$ cat config.mk
export PLATFORM = sky130hd
export DESIGN_NAME = jk_pattern_driver
export DESIGN_NICKNAME = d
export VERILOG_FILES = /design/src/rtl/jk_pattern_driver.sv
export SDC_FILE = /design/constraint.sdc
export NUM_CORES = 1
export LEC_CHECK = 0
export ABC_AREA = 1
export CAP_MARGIN = 0
export CORE_ASPECT_RATIO = 1.2
export CORE_MARGIN = 2
export CORE_UTILIZATION = 40
export CTS_CLUSTER_DIAMETER = 60
export DETAILED_ROUTE_END_ITERATION = 6
export HOLD_SLACK_MARGIN = 0.02
export PLACE_DENSITY = 0.63
export SYNTH_ARGS = -nofsm -noshare
export SYNTH_HDL_FRONTEND = slang
export SYNTH_SLANG_ARGS = --single-unit
$ cat constraint.sdc
create_clock -name clk -period 3.7 [get_ports clk]
set_clock_uncertainty 0.1 [all_clocks]
set_input_delay 0.555 -clock clk [delete_from_list [all_inputs] [get_ports clk]]
set_output_delay 0.555 -clock clk [all_outputs]
set_load 0.005 [all_outputs]
$ cat src/rtl/jk_pattern_driver.sv
// jk_pattern_driver
//
// Drives the J/K inputs of an external JK flip-flop so that its Q output
// reproduces a loaded pattern, LSB first, one bit per clock. The block then
// checks the Q feedback against the same pattern.
//
// Configuration macro: JK_TOGGLE_PREF_EN
//   defined     : 0->1 and 1->0 transitions drive J=1, K=1 (toggle fill)
//   not defined : 0->1 drives J=1, K=0 and 1->0 drives J=0, K=1 (set/reset fill)
//   Hold cases always drive J=0, K=0.
//
// Ports
//   clk       in   rising-edge clock
//   rst       in   asynchronous reset, active-low
//   start     in   load request, sampled only while idle
//   pattern   in   target Q sequence (WIDTH bits), latched when start is accepted
//   q_fb      in   Q of the driven flip-flop
//   J, K      out  registered excitation drive
//   busy      out  high from start acceptance until done
//   done      out  one-cycle pulse on the last compare
//   mismatch  out  sticky compare-failure flag
//   err_count out  saturating count of failed compares
module jk_pattern_driver #(
    parameter int unsigned WIDTH = 8
) (
    input  logic             clk,
    input  logic             rst,
    input  logic             start,
    input  logic [WIDTH-1:0] pattern,
    input  logic             q_fb,
    output logic             J,
    output logic             K,
    output logic             busy,
    output logic             done,
    output logic             mismatch,
    output logic [7:0]       err_count
);

    localparam int unsigned IdxW = (WIDTH > 2) ? $clog2(WIDTH) : 1;
    localparam logic [IdxW-1:0] LastIdx = IdxW'(WIDTH - 1);

    typedef enum logic [1:0] {
        StIdle,
        StDrive,
        StDrain
    } state_e;

    state_e            state_q, state_d;
    logic [WIDTH-1:0]  shreg_q, shreg_d;
    logic              q_model_q, q_model_d;
    logic [IdxW-1:0]   idx_q, idx_d;
    // Two-deep expected-value pipe: stage 1 lines up with the Q that the
    // flip-flop shows two edges after the bit was driven.
    logic              exp_vld0_q, exp_vld0_d;
    logic              exp_bit0_q, exp_bit0_d;
    logic              exp_vld1_q, exp_vld1_d;
    logic              exp_bit1_q, exp_bit1_d;
    logic [1:0]        jk_q, jk_d;
    logic              busy_q, busy_d;
    logic              done_q, done_d;
    logic              mismatch_q, mismatch_d;
    logic [7:0]        err_q, err_d;

    // Excitation table: returns {J, K} that moves Q from cur to nxt.
    function automatic logic [1:0] excite(input logic cur, input logic nxt);
        logic [1:0] jk;
        if (cur == nxt) begin
            jk = 2'b00;
        end else begin
`ifdef JK_TOGGLE_PREF_EN
            jk = 2'b11;
`else
            jk = nxt ? 2'b10 : 2'b01;
`endif
        end
        return jk;
    endfunction

    always_comb begin
        state_d    = state_q;
        shreg_d    = shreg_q;
        q_model_d  = q_model_q;
        idx_d      = idx_q;
        exp_vld0_d = 1'b0;
        exp_bit0_d = 1'b0;
        exp_vld1_d = exp_vld0_q;
        exp_bit1_d = exp_bit0_q;
        jk_d       = 2'b00;
        busy_d     = busy_q;
        done_d     = 1'b0;
        mismatch_d = mismatch_q;
        err_d      = err_q;

        if (exp_vld1_q && (q_fb != exp_bit1_q)) begin
            mismatch_d = 1'b1;
            if (err_q != 8'hFF) begin
                err_d = err_q + 8'd1;
            end
        end

        unique case (state_q)
            StIdle: begin
                if (start) begin
                    state_d    = StDrive;
                    shreg_d    = pattern;
                    q_model_d  = q_fb;
                    idx_d      = '0;
                    mismatch_d = 1'b0;
                    err_d      = 8'd0;
                    busy_d     = 1'b1;
                    exp_vld1_d = 1'b0;
                end
            end
            StDrive: begin
                jk_d       = excite(q_model_q, shreg_q[0]);
                q_model_d  = shreg_q[0];
                shreg_d    = shreg_q >> 1;
                exp_vld0_d = 1'b1;
                exp_bit0_d = shreg_q[0];
                if (idx_q == LastIdx) begin
                    state_d = StDrain;
                    idx_d   = '0;
                end else begin
                    idx_d = idx_q + IdxW'(1);
                end
            end
            StDrain: begin
                // Two cycles: the last two bits are still in the pipe.
                if (idx_q == IdxW'(1)) begin
                    state_d = StIdle;
                    idx_d   = '0;
                    done_d  = 1'b1;
                    busy_d  = 1'b0;
                end else begin
                    idx_d = idx_q + IdxW'(1);
                end
            end
            default: begin
                state_d = StIdle;
            end
        endcase
    end

    always_ff @(posedge clk or negedge rst) begin
        if (!rst) begin
            state_q    <= StIdle;
            shreg_q    <= '0;
            q_model_q  <= 1'b0;
            idx_q      <= '0;
            exp_vld0_q <= 1'b0;
            exp_bit0_q <= 1'b0;
            exp_vld1_q <= 1'b0;
            exp_bit1_q <= 1'b0;
            jk_q       <= 2'b00;
            busy_q     <= 1'b0;
            done_q     <= 1'b0;
            mismatch_q <= 1'b0;
            err_q      <= 8'd0;
        end else begin
            state_q    <= state_d;
            shreg_q    <= shreg_d;
            q_model_q  <= q_model_d;
            idx_q      <= idx_d;
            exp_vld0_q <= exp_vld0_d;
            exp_bit0_q <= exp_bit0_d;
            exp_vld1_q <= exp_vld1_d;
            exp_bit1_q <= exp_bit1_d;
            jk_q       <= jk_d;
            busy_q     <= busy_d;
            done_q     <= done_d;
            mismatch_q <= mismatch_d;
            err_q      <= err_d;
        end
    end

    assign J         = jk_q[1];
    assign K         = jk_q[0];
    assign busy      = busy_q;
    assign done      = done_q;
    assign mismatch  = mismatch_q;
    assign err_count = err_q;

endmodule

### Yosys cells after proc, flatten, opt, wreduce, memory -nomap -nowiden

Index checks and enable logic that the tools add are counted.

| word-level totals | value |
|---|---|
| input bits | 12 |
| register bits after elaboration | 31 |
| output and inout port bits | 13 |
| word-level logic and storage cells | 65 |

| cells by class | value |
|---|---|
| muxes and demuxes | 31 |
| reduce and logical (&&, ||, !) cells | 9 |
| equality and inequality tests | 10 |
| add/subtract/negate cells | 2 |

Operators by type and width:

| operator | number |
|---|---|
| 2-to-1 mux 8 bit | 5 |
| case mux 8 bit (2 select lines) | 1 |
| 2-to-1 mux 1 bit | 12 |
| 2-to-1 mux 2 bit | 6 |
| 2-to-1 mux 3 bit | 3 |
| case mux 3 bit (3 select lines) | 1 |
| adder 8 x 1 -> 8 bit, second input constant | 1 |
| inequality test 8 bit, second input constant | 1 |
| inequality test 2 bit, second input constant | 3 |
| case mux 2 bit (3 select lines) | 1 |
| AND reduction 3 bit | 2 |
| case mux 1 bit (2 select lines) | 2 |
| AND reduction 2 bit | 2 |
| nonzero test 2 bit | 2 |
| adder 3 x 1 -> 3 bit, second input constant | 1 |
| equality test 3 x 1 -> 1 bit, second input constant | 1 |
| equality test 3 bit, second input constant | 1 |
| nonzero test 3 bit | 1 |
| equality test 2 x 1 -> 1 bit, second input constant | 1 |
| equality test 2 bit, second input constant | 1 |
| zero test 2 bit | 1 |
| equality test 1 bit | 1 |
| logical AND 1 bit | 1 |
| inequality test 1 bit | 1 |

### Logic depth before layout (Yosys ltp)

Gate-level depths: netlist (run 1).

| depth | value |
|---|---|
| depth in word-level cells | 5 |
| mapped depth | 8 |
| mapped depth without buffers | 8 |

### Worst setup path before layout (run 1)

No wires, ideal clock.

| timing path | value |
|---|---|
| path kind | reg-to-reg |
| start | reg state_q[0] |
| end | reg q_model_q |
| setup slack | 2.278 ns |
| cell stages (with the launch flop) | 8 |
| arrival time | 1.199 ns |
| buffers on the path | 1 |
| path through | dfrtp_1 inv_1 ha_1 nand2_2 o21ai_2 buf_6 nor2_1 a21oi_2 |

| between the ends | value |
|---|---|
| longest elaborated chain between the ends | 3 |

RTL lines:

| item | RTL line | source |
|---|---|---|
| from (decl) | 48 | `state_e state_q, state_d;` |
| from (signal assigned) | 146 | `state_q <= StIdle;` |
| from (signal assigned) | 160 | `state_q <= state_d;` |
| equality test 2 x 1 -> 1 bit or zero test 2 bit (tied branches) | 101 | `unique case (state_q)` |
| nonzero test 2 bit (no line) or inequality test 2 bit (tied branches) | n/a |  |
| AND reduction 2 bit (no line) | n/a |  |
| to (signal assigned) | 162 | `q_model_q <= q_model_d;` |
| to (decl) | 50 | `logic q_model_q, q_model_d;` |

Parallel ways exist; a longest one is shown, timed or not.
A chain may end at the register's enable or synchronous reset.

### Worst setup path in the final report (run 1)

| timing path | value |
|---|---|
| start | reg state_q[1] |
| end | reg shreg_q[1] |

| between the ends | value |
|---|---|
| longest elaborated chain between the ends | 3 |

RTL lines:

| item | RTL line | source |
|---|---|---|
| equality test 2 x 1 -> 1 bit or zero test 2 bit (tied branches) | 101 |  |
| nonzero test 2 bit (no line) or inequality test 2 bit (tied branches) | n/a |  |
| AND reduction 2 bit (no line) | n/a |  |
| to (signal assigned) | 161 | `shreg_q <= shreg_d;` |
| to (decl) | 49 | `logic [WIDTH-1:0] shreg_q, shreg_d;` |

Parallel ways exist; a longest one is shown, timed or not.

==> flow_summary.yaml, run 1 <==
run_status:
  status: "finished, final reports clean"
sta:
  slew_violations: 0
  grt_setup_unrepaired: "false"
  period_needed_ps: 2060
  tns_ps: 0
  slew-limit-headroom_pct: 59.5
  max_freq_mhz: 486
  tightest_slew_ps: 607
  final-setup-viol-count: 0
  hold-worst-slack_ps: 255
  hold_viol: 0
  min_period_over_period_pct: 55.6
synth:
  synth_nets: 210
  yosysTopAreaCell: "dfrtp_1"
  syn_inst: 189
  synth_flop_cell: "dfrtp_1"
  synthDistinctLibCells: 24
  synth_area_per_cell_um2: 8.44
  async_flop_share_pct: 100
  ys_seq_area_share_pct: 48.6
  synth_seq_cells: 31
  ys_top_cells_by_area: "dfrtp_1 49%, nand2_1 9.6%, ha_1 7.1%, nor2_1 6.8%, inv_1 4.9%"
  synth_enable_flop_cells: 0
  yosysMostFrequentCell: "nand2_1"
  synth_top_area_share_pct: 48.6
  syn-cell-area_mm2: 0.00160
  yosysWarnings: 0
  synthTopCellsByCount: "41 x nand2_1, 31 x dfrtp_1, 29 x nor2_1, 21 x inv_1"
cells_and_area:
  antenna_cells: 0
  area_growth_pct: 23.1
  finalNetCount: 238
  drive_gt1_share_pct: 10.6
  multi_input_area_um2: 702
  fill_cells: 390
  register_area_um2: 776
grt:
  grt_pass1_vias: 1173
  grt_usage_pct: 15.1
  grt_start_max_net_pins: 32
  antenna_found_initial: 0
  grt_pass1_wl_mm: 4.95
  grt_overflow: 0
worst_setup_path:
  crit_required_ps: 3800
  reg2reg_from: "state_q[1]"
  start_kind: "flip-flop"
  critical_path_class: "reg -> reg"
  critical_path.max_fanout: 17
  r2r_slack_ps: 1640
  endpoint_kind: "flip-flop"
  r2r-end: "shreg_q[1]"
  arrival_ps: 2150
  r2r_cells: 6
routing:
  wl_mm: 2.95
  ant_nets: 0
  routed_via_density: 4.74
  wl_met1_mm: 1.29
  drt_iter0_drc: 80
  wl_met2_mm: 1.51
  drc_errors: 0
  wl_met3_um: 98
  vias: 1288
  drtPass1Iterations: 5
  wl_per_cell_um: 10.8
  top_layer: "met4"
flow_run:
  cap_violations: 0
floorplan:
  die_h_um: 73.2
  ios: 25
  die_w_um: 61.7
  initial_core_util_pct: 41.1
  die_area_mm2: 0.00451
  num_rows: 25
  core_area_mm2: 0.00388
clock_tree:
  cts.htree.levels: 2
  cts_setup_buffers: 0
  cts_buffer_depth: 2
  clock_latency_ps: 280
  cts.sinks: 31
  clkTransAtPathRegs_ps: 70
  hold_buffers: 0
  clock-root-buffer: "clkbuf_8"
  cts_buffers: 5
  cts_tree: "built"
  cts_resized: 0
hold_path:
  worst_hold_path.num_cells: 0
  min_from: "exp_bit0_q"
  hold-path-endpoint: "exp_bit1_q"
  hold_path_class: "reg -> reg"
power_and_ir_drop:
  power.density_mw_per_mm2: 638
  ir_drop_mv: 0.283
  leakagePower_uw: 0.000921
placed_design:
  port-buffer-count: 24
  gp_congestion: 0.857
  hpwlAfterDp_mm: 2.11
==> worst max path at each step <==
| stage | startpoint | to | slack (ps) | cells past startpoint |
|---|---|---|---|---|
| finish | state_q[1] | shreg_q[1] | 1640 | 6 |
| detailed placement | state_q[1] | shreg_q[7] | 1610 | 5 |
| CTS | state_q[1] | shreg_q[1] | 1610 | 6 |
| floorplan | state_q[0] | q_model_q | 2280 | 7 |
| global placement | state_q[1] | shreg_q[0] | 1690 | 5 |
| global route | state_q[1] | shreg_q[1] | 1330 | 6 |
==> registers in the layout (all words and copies together) (netlist names) <==
signal and count:
err_count 8, shreg_q 8, idx_q 3, jk_q 2, state_q 2, busy 1
done 1, exp_bit0_q 1, exp_bit1_q 1, exp_vld0_q 1, exp_vld1_q 1, mismatch 1
q_model_q 1
==> per-layer routing <==
| metal | track usage (%) | vias up |
|---|---|---|
| met3 | 4.79 | 5 |
| met4 | 8.27 | 0 |
| met5 | 0 | - |
| met2 | 24.0 | 22 |
| met1 | 17.8 | 601 |
| li1 | - | 660 |
==> critical path: stages, from the launching register on <==
cell and delay, ps:
dfrtp_1 400, inv_1 90, ha_1 390, inv_2 200
o21ai_2 530, nor2_1 80, a31oi_1 170
==> final cells by class <==
type	count	share of cell area (%)
clock buffers	5	3.51
clock inverters	3	0.765
inverters	23	4.40
multi-input cells	131	35.8
flip-flops and latches	31	39.5
well taps	54	3.44
repair buffers	25	12.6
==> cell families after synthesis <==
logic type                 share of synthesized area [%]
DFF                                                 48.6
and+or+nand+nor                                     26.7
buffers and inverters                               7.37
adders and majority gates                           7.06
AOI/OAI and AO/OA                                   9.65
xor gates and xnor gates                           0.549
==> through the flow <==
| step | utilization [%] | setup WS [ps] | total power, uW | cells | instance area [um2] |
|---|---|---|---|---|---|
| after global placement | 48.5 | 1690 | 1000 | 264 | 1880 |
| after CTS | 50.6 | 1610 | 1270 | 272 | 1960 |
| after global routing | 50.6 | 1330 | 1370 | 272 | 1960 |
| after floorplan | - | 2280 | 870 | 189 | 1600 |
| final | 50.6 | 1640 | 1250 | 272 | 1960 |
| after detailed placement | 48.5 | 1610 | 1010 | 264 | 1880 |
==> cells in the final DEF, fill, tap and decap left out, drive strengths merged, types with 4 or more instances in the layout <==
cell	Yosys	routed
a21oi	6	6
a31oi	7	7
clkbuf	1	5
clkdlybuf4s50	0	24
dfrtp	31	31
ha	9	9
inv	23	23
nand2	46	46
nand3	10	10
nand4	4	4
nor2	33	33
o21ai	12	12
==> report_power, final <==
group          switching [uW]  internal (uW)
clock network             128            128
registers                67.9            450
logic                     280            197
total                     477            776
Power figures use the tool's default switching activity.
==> run 2, diff against run 1 <==
==> constraint.sdc (replaced) <==
create_clock -name clk -period 2.1 [get_ports clk]
set_clock_uncertainty 0.1 [all_clocks]
set_input_delay 0.315 -clock clk [delete_from_list [all_inputs] [get_ports clk]]
set_output_delay 0.315 -clock clk [all_outputs]
set_load 0.005 [all_outputs]
==> run 2 against run 1 <==
Effect of this change:
- via count grew 0.85%
- cell area is 0.57% higher
- wire length grew 3.2%
- register-to-register slack got worse by 1300 ps
- critical path type unchanged
- core utilization rose by 0.29 points
==> flow_summary.yaml, run 2 (synthesis gave the netlist of run 1 again) <==
worst_setup_path:
  worst-path-stages: 6
  crit_buf_inv: 2
  arrival_ps: 1840
  critical_path.max_fanout: 17
  r2r-end: "shreg_q[4]"
  cp_slowest_cell: "o21ai_2"
  r2r_cells: 6
  cp_top_family: "compound AO/OA/AOI/OAI gates"
  crit_required_ps: 2200
  start_kind: "flip-flop"
  critical_path.startpoint: "state_q[1]"
  cpPeakStageDelay_ps: 520
  path_cells: "inv_1, ha_1, inv_2, o21ai_2, nor2_1, a31oi_1"
  r2r_slack_ps: 360
  reg2reg_from: "state_q[1]"
  critical_path_class: "reg -> reg"
  endpoint_kind: "flip-flop"
cells_and_area:
  drive_gt1_share_pct: 10.6
  area_growth_pct: 23.8
  antenna_cells: 0
  design_area_mm2: 0.00197
  layout_commonest_cell: "nand2_1"
  fill_cells: 409
  final_cell_mix: "41 x nand2_1, 31 x dfrtp_1, 29 x nor2_1"
  finalNetCount: 239
clock_tree:
  cts.sinks: 31
  clock_latency_ps: 280
  cts_setup_buffers: 0
  cts_tree: "built"
  clock-root-buffer: "clkbuf_8"
  cts_buffer_depth: 2
  clkTransAtPathRegs_ps: 60
  hold_buffers: 0
  cts_resized: 0
  cts.htree.levels: 2
  cts_buffers: 5
placed_design:
  postPlaceCellArea_mm2: 0.00189
  hpwlAfterDp_mm: 2.19
  port-buffer-count: 24
  preCtsSetupSlack_ps: 359
  gp_congestion: 0.859
power_and_ir_drop:
  power.density_mw_per_mm2: 1130
  leakagePower_uw: 0.000925
  power_uw: 2240
  ir_drop_mv: 0.451
routing:
  routed_via_density: 4.78
  ant_nets: 0
  vias: 1299
  wl_per_cell_um: 11.2
  drt_iter0_drc: 75
  drc_errors: 0
  wl_mm: 3.04
  drtPass1Iterations: 5
grt:
  grt_pass1_wl_mm: 5.08
  grt_usage_pct: 15.6
  grt_overflow: 0
  grt_start_max_net_pins: 32
  grt_pass1_vias: 1167
  antenna_found_initial: 0
floorplan:
  die_w_um: 61.7
  initial_core_util_pct: 41.1
  num_rows: 25
  core_area_mm2: 0.00388
  ios: 25
  die_area_mm2: 0.00451
  die_h_um: 73.2
sta:
  final-setup-viol-count: 0
  slew_violations: 0
  hold_viol: 0
  min_period_over_period_pct: 82.8
  period_needed_ps: 1740
  tns_ps: 0
  slew-limit-headroom_pct: 58.8
  worst_slack_ps: 361
  max_freq_mhz: 575
  tightest_slew_ps: 618
  grt_setup_unrepaired: "false"
run_status:
  status: "finished, final reports clean"
hold_path:
  min_from: "exp_bit0_q"
  hold-path-endpoint: "exp_bit1_q"
  hold_path_class: "reg -> reg"
  worst_hold_path.num_cells: 0
flow_run:
  cap_violations: 0
run 2: cell count changes in the layout (fill, tap and decap cells not counted):
cell / before / now
buf_4: 1 / 2
clkbuf_8: 5 / 6
clkinv_2: 3 / 1
run 2: worst max-delay path by stage:
stage,end,slack (ps)
6_report,shreg_q[4],360
5_1_grt,shreg_q[0],130
4_1_cts,shreg_q[4],340
3_5_place_dp,err_count[0],360
3_3_place_gp,err_count[0],340
2_1_floorplan,q_model_q,680
run 2: routing by layer:
| metal | wire length, um | vias to the layer above | GRT usage (%) |
|---|---|---|---|
| li1 | - | 661 | - |
| met1 | 1380 | 596 | 19.8 |
| met2 | 1460 | 36 | 23.9 |
| met3 | 138 | 6 | 5.32 |
| met4 | 60 | 0 | 6.62 |
| met5 | 0 | - | 0 |
run 2: final cells by class:
cell class | instances | area [um2] | area share [%]
inverters | 23 | 86.3 | 4.37
repair buffers | 26 | 255 | 12.9
flip-flops and latches | 31 | 776 | 39.3
clock inverters | 1 | 5.00 | 0.253
well taps | 54 | 67.6 | 3.42
multi-input cells | 131 | 702 | 35.6
clock buffers | 6 | 82.6 | 4.18
run 2: report_power, final:
part           internal [uW]  total [uW]  switching (uW)
Clock                    257         467             211
Combinational            356         855             499
Sequential               794         918             124
run 2: stage by stage:
step,utilization (%),hold slack [ps],cells
2_1_floorplan,-,-80.6,189
3_3_place_gp,48.6,234,265
3_5_place_dp,48.6,236,265
4_1_cts,50.9,253,272
5_1_grt,50.9,259,272
6_report,50.9,249,272
==> run 3, diff against run 2 <==
--- a/config.mk
+++ b/config.mk
@@ -13,7 +13,7 @@
 export CTS_CLUSTER_DIAMETER = 60
 export DETAILED_ROUTE_END_ITERATION = 6
 export HOLD_SLACK_MARGIN = 0.02
-export PLACE_DENSITY = 0.63
+export PLACE_DENSITY = 0.66
 export SYNTH_ARGS = -nofsm -noshare
 export SYNTH_HDL_FRONTEND = slang
 export SYNTH_SLANG_ARGS = --single-unit
==> constraint.sdc (replaced) <==
create_clock -name clk -period 1.55 [get_ports clk]
set_clock_uncertainty 0.1 [all_clocks]
set_input_delay 0.2325 -clock clk [delete_from_list [all_inputs] [get_ports clk]]
set_output_delay 0.2325 -clock clk [all_outputs]
set_load 0.005 [all_outputs]
==> run 3 against run 2 <==
Effect of this change:
- core utilization up 6.7 points
- clock power grew 36%
- die area unchanged
- non-clock buffer count up 22
- register-to-register slack worse by 270 ps
- critical endpoint is now err_count[3]
- highest routed layer unchanged
==> flow_summary.yaml, run 3 (synthesis gave the netlist of run 1 again) <==
run_status:
  status: "finished, final reports clean"
clock_tree:
  hold_buffers: 0
  clkTransAtPathRegs_ps: 60
  cts.sinks: 31
  clock-root-buffer: "clkbuf_8"
  cts.htree.levels: 2
  cts_tree: "built"
  cts_buffer_depth: 2
  cts_buffers: 5
  clock_latency_ps: 280
worst_setup_path:
  r2r_cells: 7
  reg2reg_from: "state_q[1]"
  critical_path_class: "reg -> out"
  cp_top_family: "buffers and inverters"
  r2r-end: "state_q[0]"
  critical_path.max_fanout: 3
  cp_slowest_cell: "clkdlybuf4s50_1"
  cpPeakStageDelay_ps: 510
  arrival_ps: 1150
  critical_path.startpoint: "err_count[3]"
  crit_required_ps: 1220
  path_cells: "clkdlybuf4s50_1"
  crit_buf_inv: 1
  endpoint_kind: "output pin"
  r2r_slack_ps: 90
  start_kind: "flip-flop"
placed_design:
  hpwlAfterDp_mm: 2.25
  gp_congestion: 0.856
  preCtsSetupSlack_ps: -111
  postPlaceCellArea_mm2: 0.00200
  port-buffer-count: 24
power_and_ir_drop:
  p_seq_share_pct: 34.7
  intPower_uw: 2200
  swShare_pct: 37.3
  ir_drop_mv: 0.772
  power.density_mw_per_mm2: 1570
  p_comb_share_pct: 47.3
  p_sw_uw: 1310
  leakagePower_uw: 0.00108
  pwr-share-clk_pct: 18.0
  power_uw: 3520
sta:
  period_needed_ps: 1480
  tightest_slew_ps: 303
  slew-limit-headroom_pct: 79.7
  final-setup-viol-count: 0
  max_freq_mhz: 674
  grt_setup_unrepaired: "false"
  slew_violations: 0
  worst_slack_ps: 66.9
  hold_viol: 0
  min_period_over_period_pct: 95.7
cells_and_area:
  fill_cells: 369
  antenna_cells: 0
  layout_commonest_cell: "nand2_1"
  register_area_um2: 777
  final_core_utilization_pct: 57.6
  final_cell_mix: "41 x nand2_1, 30 x dfrtp_1, 28 x nor2_1"
  area_growth_pct: 40.2
  drive_gt1_share_pct: 23.1
  design_area_mm2: 0.00224
  finalNetCount: 263
  multi_input_area_um2: 786
floorplan:
  die_area_mm2: 0.00451
  initial_core_util_pct: 41.1
  core_area_mm2: 0.00388
  die_w_um: 61.7
  die_h_um: 73.2
  num_rows: 25
  ios: 25
grt:
  grt_start_max_net_pins: 32
  antenna_found_initial: 0
  grt_pass1_vias: 1306
  grt_pass1_wl_mm: 5.35
  grt_usage_pct: 15.9
  grt_overflow: 0
hold_path:
  hold_path_class: "in -> async"
routing:
  drc_errors: 0
  ant_nets: 0
  wl_mm: 3.29
  routed_via_density: 4.72
  drt_iter0_drc: 48
  drtPass1Iterations: 4
  wl_per_cell_um: 11.1
  vias: 1396
flow_run:
  cap_violations: 0
run 3: power groups by stage:
stage	Combinational [uW]	Sequential, uW	Clock (uW)
global placement	1360	1240	0
CTS	1460	1210	648
detailed placement	1390	1240	0
global route	1860	1250	683
finish	1660	1220	633
floorplan	851	1230	0
run 3: layout make-up:
class,count,share of cell area [%]
sequential,31,34.8
clock buffer,6,3.69
clock inverter,1,0.224
multi-input combinational,133,35.1
tap,54,3.02
timing repair buffer,48,19.3
inverter,23,3.86
run 3: worst max-delay path by stage:
stage	end	cells after the start
4_1_cts	err_count[6]	1
3_3_place_gp	err_count[1]	6
2_1_floorplan	q_model_q	7
5_1_grt	err_count[5]	9
3_5_place_dp	shreg_q[3]	6
6_report	err_count[3]	1
run 3: what timing repair did:
item / CTS / global route
pin swaps: 0 / 4
gates cloned: 0 / 2
setup buffers: 4 / 4
resized for setup: 7 / 16
setup endpoints to repair: 15 / 23
run 3: per-layer routing:
metal / GRT usage [%] / up-vias / routed length [um]
met2: 27.0 / 35 / 1700
met4: 5.67 / 0 / 24
met1: 18.5 / 641 / 1420
li1: - / 716 / -
met5: 0 / - / 0
met3: 4.79 / 4 / 142
run 3: metrics by stage:
| step | cells | setup TNS [ps] | hold slack (ps) |
|---|---|---|---|
| floorplan | 189 | 0 | -163 |
| global placement | 279 | -495 | 236 |
| detailed placement | 279 | -1150 | 239 |
| CTS | 290 | 0 | 218 |
| global route | 296 | 0 | 223 |
| finish | 296 | 0 | 210 |
